## config.mk

```make
export PLATFORM = sky130hd
export DESIGN_NAME = mem_stage
export DESIGN_NICKNAME = d
export VERILOG_FILES = /design/src/rtl/rv_pkg.sv /design/src/rtl/load_align.sv /design/src/rtl/mem_stage.sv
export SDC_FILE = /design/constraint.sdc
export NUM_CORES = 1
export LEC_CHECK = 0
export ABC_AREA = 0
export CAP_MARGIN = 25
export CORE_MARGIN = 5
export CORE_UTILIZATION = 47
export CTS_CLUSTER_SIZE = 25
export DETAILED_ROUTE_END_ITERATION = 10
export PLACE_DENSITY = 0.94
export SLEW_MARGIN = 10
export SYNTH_ARGS = -nofsm -noshare
export SYNTH_HDL_FRONTEND = slang
export SYNTH_HIERARCHICAL = 1
export SYNTH_SLANG_ARGS = --single-unit
```

## constraint.sdc

```tcl
create_clock -name clk_i -period 5.75 [get_ports clk_i]
set_input_delay 0.575 -clock clk_i [delete_from_list [all_inputs] [get_ports clk_i]]
set_output_delay 0.575 -clock clk_i [all_outputs]
set_load 0.005 [all_outputs]
```

## src/rtl/rv_pkg.sv

```systemverilog
// rtl/rv_pkg.sv - shared RV32I load/store definitions for the memory stage
//
// Holds the funct3 access encodings, the LSU state enum, the EX/MEM pipeline
// register layout and the access-legality check used at accept time.

package rv_pkg;

    localparam logic [2:0] F3_B  = 3'b000;
    localparam logic [2:0] F3_H  = 3'b001;
    localparam logic [2:0] F3_W  = 3'b010;
    localparam logic [2:0] F3_BU = 3'b100;
    localparam logic [2:0] F3_HU = 3'b101;

    typedef enum logic [1:0] {
        IDLE,
        REQ,
        WAIT
    } lsu_state_t;

    typedef struct packed {
        logic        valid;
        logic        fault;
        logic        mem_read;
        logic        mem_write;
        logic        reg_write;
        logic [2:0]  funct3;
        logic [4:0]  rd;
        logic [31:0] addr;
        logic [31:0] wdata;
    } exmem_t;

    // True when a memory access cannot be issued: conflicting load/store,
    // an encoding the access kind does not define, or a misaligned address.
    // funct3[1:0] carries the size for both loads and stores.
    function automatic logic lsu_fault(
        input logic       is_load,
        input logic       is_store,
        input logic [2:0] f3,
        input logic [1:0] a
    );
        logic bad;
        bad = is_load && is_store;
        if (is_load && !(f3 inside {F3_B, F3_H, F3_W, F3_BU, F3_HU}))
            bad = 1'b1;
        if (is_store && !(f3 inside {F3_B, F3_H, F3_W}))
            bad = 1'b1;
        if (f3[1:0] == 2'b01 && a[0])
            bad = 1'b1;
        if (f3[1:0] == 2'b10 && a != 2'b00)
            bad = 1'b1;
        return bad;
    endfunction

endpackage

```

## src/rtl/load_align.sv

```systemverilog
// rtl/load_align.sv - load lane select and sign/zero extension
//
// Ports:
//   rdata  in  32  raw data word from memory
//   addr   in  2   byte offset of the access within the word
//   funct3 in  3   load size/sign encoding
//   data   out 32  extended result for writeback

module load_align
    import rv_pkg::*;
(
    input  logic [31:0] rdata,
    input  logic [1:0]  addr,
    input  logic [2:0]  funct3,
    output logic [31:0] data
);

    logic [31:0] lane;

    // Bring the addressed byte/halfword down to bit 0.
    assign lane = rdata >> {addr, 3'b000};

    always_comb begin
        data = rdata;
        case (funct3)
            F3_B:    data = {{24{lane[7]}}, lane[7:0]};
            F3_H:    data = {{16{lane[15]}}, lane[15:0]};
            F3_BU:   data = {24'h0, lane[7:0]};
            F3_HU:   data = {16'h0, lane[15:0]};
            default: data = rdata;
        endcase
    end

endmodule

```

## src/rtl/mem_stage.sv

```systemverilog
// rtl/mem_stage.sv - EX/MEM register and single-outstanding data-memory access
//
// Ports:
//   clk_i, rst_ni                         clock, async active-low reset
//   valid_i, alu_result_i, w_ram_data_i,  instruction from Execute
//   mem_read_i, mem_write_i, funct3_i,
//   rd_i, reg_write_i
//   stall_o                               upstream hold
//   dmem_req_o/we_o/addr_o/be_o/wdata_o   data-memory request
//   dmem_gnt_i, dmem_rvalid_i, dmem_rdata_i
//   wb_valid_o/rd_o/reg_write_o/data_o    one-cycle writeback pulse
//   lsu_fault_o                           fault flag alongside wb_valid_o
//   fwd_rd_o/reg_write_o/data_o           EX/MEM contents for forwarding

module mem_stage
    import rv_pkg::*;
(
    input  logic        clk_i,
    input  logic        rst_ni,
    input  logic        valid_i,
    input  logic [31:0] alu_result_i,
    input  logic [31:0] w_ram_data_i,
    input  logic        mem_read_i,
    input  logic        mem_write_i,
    input  logic [2:0]  funct3_i,
    input  logic [4:0]  rd_i,
    input  logic        reg_write_i,
    output logic        stall_o,
    output logic        dmem_req_o,
    output logic        dmem_we_o,
    output logic [31:0] dmem_addr_o,
    output logic [3:0]  dmem_be_o,
    output logic [31:0] dmem_wdata_o,
    input  logic        dmem_gnt_i,
    input  logic        dmem_rvalid_i,
    input  logic [31:0] dmem_rdata_i,
    output logic        wb_valid_o,
    output logic [4:0]  wb_rd_o,
    output logic        wb_reg_write_o,
    output logic [31:0] wb_data_o,
    output logic        lsu_fault_o,
    output logic [4:0]  fwd_rd_o,
    output logic        fwd_reg_write_o,
    output logic [31:0] fwd_data_o
);

    lsu_state_t  state;
    lsu_state_t  state_next;
    exmem_t      ex;
    logic        accept;
    logic        is_mem;
    logic        fault_in;
    logic        mem_live;
    logic [31:0] load_data;

    assign accept   = valid_i && (state == IDLE);
    assign is_mem   = mem_read_i || mem_write_i;
    assign fault_in = is_mem && lsu_fault(mem_read_i, mem_write_i, funct3_i, alu_result_i[1:0]);
    assign stall_o  = (state != IDLE);

    always_ff @(posedge clk_i or negedge rst_ni) begin
        if (!rst_ni) begin
            state <= IDLE;
        end else begin
            state <= state_next;
        end
    end

    always_comb begin
        state_next = state;
        dmem_req_o = 1'b0;
        case (state)
            IDLE: begin
                if (accept && is_mem && !fault_in)
                    state_next = REQ;
            end
            REQ: begin
                dmem_req_o = 1'b1;
                if (dmem_gnt_i)
                    state_next = ex.mem_write ? IDLE : WAIT;
            end
            WAIT: begin
                if (dmem_rvalid_i)
                    state_next = IDLE;
            end
            default: state_next = IDLE;
        endcase
    end

    // The register empties into a bubble whenever IDLE sees no new instruction.
    always_ff @(posedge clk_i or negedge rst_ni) begin
        if (!rst_ni) begin
            ex <= '0;
        end else if (accept) begin
            ex <= '{valid:     1'b1,
                    fault:     fault_in,
                    mem_read:  mem_read_i,
                    mem_write: mem_write_i,
                    reg_write: reg_write_i,
                    funct3:    funct3_i,
                    rd:        rd_i,
                    addr:      alu_result_i,
                    wdata:     w_ram_data_i};
        end else if (state == IDLE) begin
            ex.valid <= 1'b0;
        end
    end

    load_align u_load_align (
        .rdata  (dmem_rdata_i),
        .addr   (ex.addr[1:0]),
        .funct3 (ex.funct3),
        .data   (load_data)
    );

    // ALU ops and faults write back off the accept edge; memory ops off the
    // edge that completes the bus transaction. The FSM keeps these exclusive.
    always_ff @(posedge clk_i or negedge rst_ni) begin
        if (!rst_ni) begin
            wb_valid_o     <= 1'b0;
            wb_rd_o        <= '0;
            wb_reg_write_o <= 1'b0;
            wb_data_o      <= '0;
            lsu_fault_o    <= 1'b0;
        end else begin
            wb_valid_o     <= 1'b0;
            wb_reg_write_o <= 1'b0;
            lsu_fault_o    <= 1'b0;
            if (accept && (!is_mem || fault_in)) begin
                wb_valid_o     <= 1'b1;
                wb_rd_o        <= rd_i;
                wb_data_o      <= alu_result_i;
                wb_reg_write_o <= reg_write_i && !fault_in;
                lsu_fault_o    <= fault_in;
            end else if (state == REQ && dmem_gnt_i && ex.mem_write) begin
                wb_valid_o     <= 1'b1;
                wb_rd_o        <= ex.rd;
                wb_data_o      <= ex.addr;
            end else if (state == WAIT && dmem_rvalid_i) begin
                wb_valid_o     <= 1'b1;
                wb_rd_o        <= ex.rd;
                wb_data_o      <= load_data;
                wb_reg_write_o <= ex.reg_write;
            end
        end
    end

    assign mem_live = ex.valid && !ex.fault && (ex.mem_read || ex.mem_write);

    always_comb begin
        dmem_be_o    = 4'b1111;
        dmem_wdata_o = ex.wdata;
        case (ex.funct3[1:0])
            2'b00: begin
                dmem_be_o    = 4'b0001 << ex.addr[1:0];
                dmem_wdata_o = {4{ex.wdata[7:0]}};
            end
            2'b01: begin
                dmem_be_o    = 4'b0011 << ex.addr[1:0];
                dmem_wdata_o = {2{ex.wdata[15:0]}};
            end
            default: dmem_be_o = 4'b1111;
        endcase
        if (!mem_live)
            dmem_be_o = 4'b0000;
    end

    assign dmem_we_o   = mem_live && ex.mem_write;
    assign dmem_addr_o = {ex.addr[31:2], 2'b00};

    assign fwd_rd_o        = ex.rd;
    assign fwd_reg_write_o = ex.valid && !ex.fault && ex.reg_write;
    assign fwd_data_o      = ex.addr;

endmodule

```

==> impl_metrics.ini <==
[run_status]
status = finished clean

[finish]
syn_to_final_growth_pct = 38.92
drive_gt1_frac = 0.1178
fill_cells = 1114
layout.nets = 1067
multi_input_comb_area_um2 = 3236
layout_common_cells = 260 x nand2_1, 257 x clkdlybuf4s50_1, 118 x dfrtp_1
seqCellArea_um2 = 2979
mostFrequentLayoutCell = nand2_1
antennaDiodeCount = 0

[clocking]
ctsHoldBuffers = 0
clk_pin_slew_ns = 0.06
cts_root_buf = clkbuf_16
clock_latency_ns = 0.42
clockBufferDepth = 2
numClockSinks = 119
cts_resized = 0
ctsHtreeMaxLevel = 4
postCtsSetupBuffers = 0
cts_tree = yes
numCtsBuffers = 17

[power]
power.share.sequential = 0.313
swShare = 0.3100
p_comb_frac = 0.407
powerDensity_nw_per_um2 = 424.7
leakage_nw = 4.569
p_total_mw = 4.150
pwr-share-clk = 0.280
power.switching_mw = 1.286
ir_worst_vdd_mv = 0.2661
internal_power_mw = 2.863

[route]
postRouteAntennaNets = 0
dr.pass1.iters = 5
vias = 6161
wl_um = 21380
first_iter_violations = 390
drc = 0
post_drt_wl_per_cell_um = 18.56
viasPerCell = 5.348

[sta]
finalCritPeriodShare = 0.5937
period_minus_slack_ns = 3.414
max_slew_margin = 0.3774
tns_ns = 0
setup_viol = 0
skew_ns = 0.009197
layout_setup_ws_ns = 2.336
slew_viol_final = 0
fmax_ghz = 0.2929
hold_violations = 0
tightest_slew_ns = 0.9304
rsz0062_at_grt = no

[synth]
async_flop_share = 1.000
synth_seq_cells = 119
avgSynthCellArea_um2 = 8.882
synth_seq_area_share = 0.4233
syn_area_um2 = 7034
synth.distinct_cells = 46
netlist_instances = 792
synth_ff_type = dfrtp_1
synth_edf_count = 0
yosysWarnings = 6

[critical_path]
critical_path_arrival_ns = 2.84
cp_max_fo = 17
startpoint_type = register
cp_cell_sequence = nor2_1 > mux2_2 > clkdlybuf4s50_1
critPathBufInv = 1
slowest_delay_ns = 0.86
cpLargestDelayFamily = simple AND/OR/NAND/NOR gates
crit_slowest_cell = nor2_1
cp-end-kind = output port
worstSetupPathType = register to output port
worst_ep_required_time_ns = 5.18

[floorplan]
dieArea_um2 = 17510
die_h_um = 132.3
rows = 44
design.core.area_um2 = 14590
initial_core_util = 0.4822
ioPinCount = 261
fp.dieW_um = 132.3

[hold_path]
hp-class = input port to async pin

[placed_design]
pre_cts_ws_ns = 2.689
portBuffers = 258
place_hpwl_um = 15300
gp_congestion = 0.8219

[grt]
grt_pass1_wl_um = 33790
gr-usage-all-layers = 0.2408
first_global_vias = 6380
overflow = 0
antenna_found_initial = 0
grt_max_degree = 80

[run]
maxCapViolCount = 0
[state kept, by name, summed over array words and instances (netlist names)]
| signal | count |
|---|---|
| ex | 40 |
| fwd_data_o | 32 |
| wb_data_o | 32 |
| fwd_rd_o | 5 |
| wb_rd_o | 5 |
| state | 2 |
| lsu_fault_o | 1 |
| wb_reg_write_o | 1 |
| wb_valid_o | 1 |
[layout make-up]
cell class	instances	area share
clock buffer	25	0.05275
clock inverter	7	0.01408
inverter	11	0.004225
multi-input combinational	541	0.3311
sequential	119	0.3049
tap	184	0.02356
timing repair buffer	265	0.2694
[synthesized netlist by cell type, drive strengths merged (2+ instances only)]
| library cell | instances | share of area |
|---|---|---|
| a21o | 2 | 0.0021 |
| a21oi | 40 | 0.029 |
| a221oi | 6 | 0.010 |
| a22o | 3 | 0.0037 |
| a22oi | 5 | 0.0053 |
| and2 | 3 | 0.0027 |
| buf | 96 | 0.099 |
| clkbuf | 26 | 0.014 |
| dfrtp | 119 | 0.42 |
| inv | 11 | 0.0059 |
| mux2 | 65 | 0.11 |
| mux2i | 43 | 0.061 |
| nand2 | 261 | 0.14 |
| nand2b | 4 | 0.0036 |
| nor2 | 40 | 0.021 |
| nor2b | 3 | 0.0030 |
| o21a | 2 | 0.0021 |
| o21ai | 35 | 0.025 |
| o21bai | 2 | 0.0021 |
| o31ai | 7 | 0.0075 |
| o32ai | 3 | 0.0037 |
| or2 | 2 | 0.0018 |
[per-layer routing]
metal	track usage	vias to the layer above	wire length, µm
met5	0	-	0
met4	0.1063	0	701
met3	0.07328	57	1683
met2	0.4028	261	10590
met1	0.2854	2968	8407
li1	-	2875	-
[through the flow]
step,cells,area (µm²),hold slack [ns],utilization
final,1152,9772,0.2112,0.6698
after global routing,1152,9772,0.2749,0.6698
after CTS,1152,9772,0.2348,0.6698
after detailed placement,1120,9119,0.4567,0.6250
after global placement,1120,9119,0.4517,0.6250
after floorplan,793,7038,0.2794,-
[final timing paths]
path	from	to	slack (ns)	cells after the start
hold / removal	rst_ni	wb_rd_o[2]$_DFFE_PN0P_	0.21	1
max in group asynchronous	rst_ni	ex[70]$_DFFE_PN0P_	4.24	2
setup reg to reg	fwd_data_o[1]$_DFFE_PN0P_	wb_data_o[29]$_DFFE_PN0P_	2.89	6
setup / recovery	ex[69]$_DFFE_PN0P_	dmem_wdata_o[13]	2.34	3
min in group clk_i	ex[16]$_DFFE_PN0P_	ex[16]$_DFFE_PN0P_	0.47	2
hold reg to reg	ex[16]$_DFFE_PN0P_	ex[16]$_DFFE_PN0P_	0.47	2
[logic make-up after synthesis]
| group | Yosys count | share of synthesized area |
|---|---|---|
| AND/OR/NAND/NOR | 317 | 0.1759 |
| other | 1 | 0.0005331 |
| flip-flops | 119 | 0.4233 |
| AO/OA/AOI/OAI | 113 | 0.1026 |
| buffers and inverters | 133 | 0.1190 |
| multiplexers | 109 | 0.1786 |
[power by group through the flow]
| stage | clock network, mW | registers (mW) | logic, mW |
|---|---|---|---|
| CTS | 1.18 | 1.30 | 1.70 |
| finish | 1.16 | 1.30 | 1.69 |
| global placement | 0 | 1.30 | 1.65 |
| global route | 1.22 | 1.34 | 1.83 |
| detailed placement | 0 | 1.31 | 1.69 |
| floorplan | 0 | 1.25 | 0.982 |
Power figures use the tool's default switching activity.
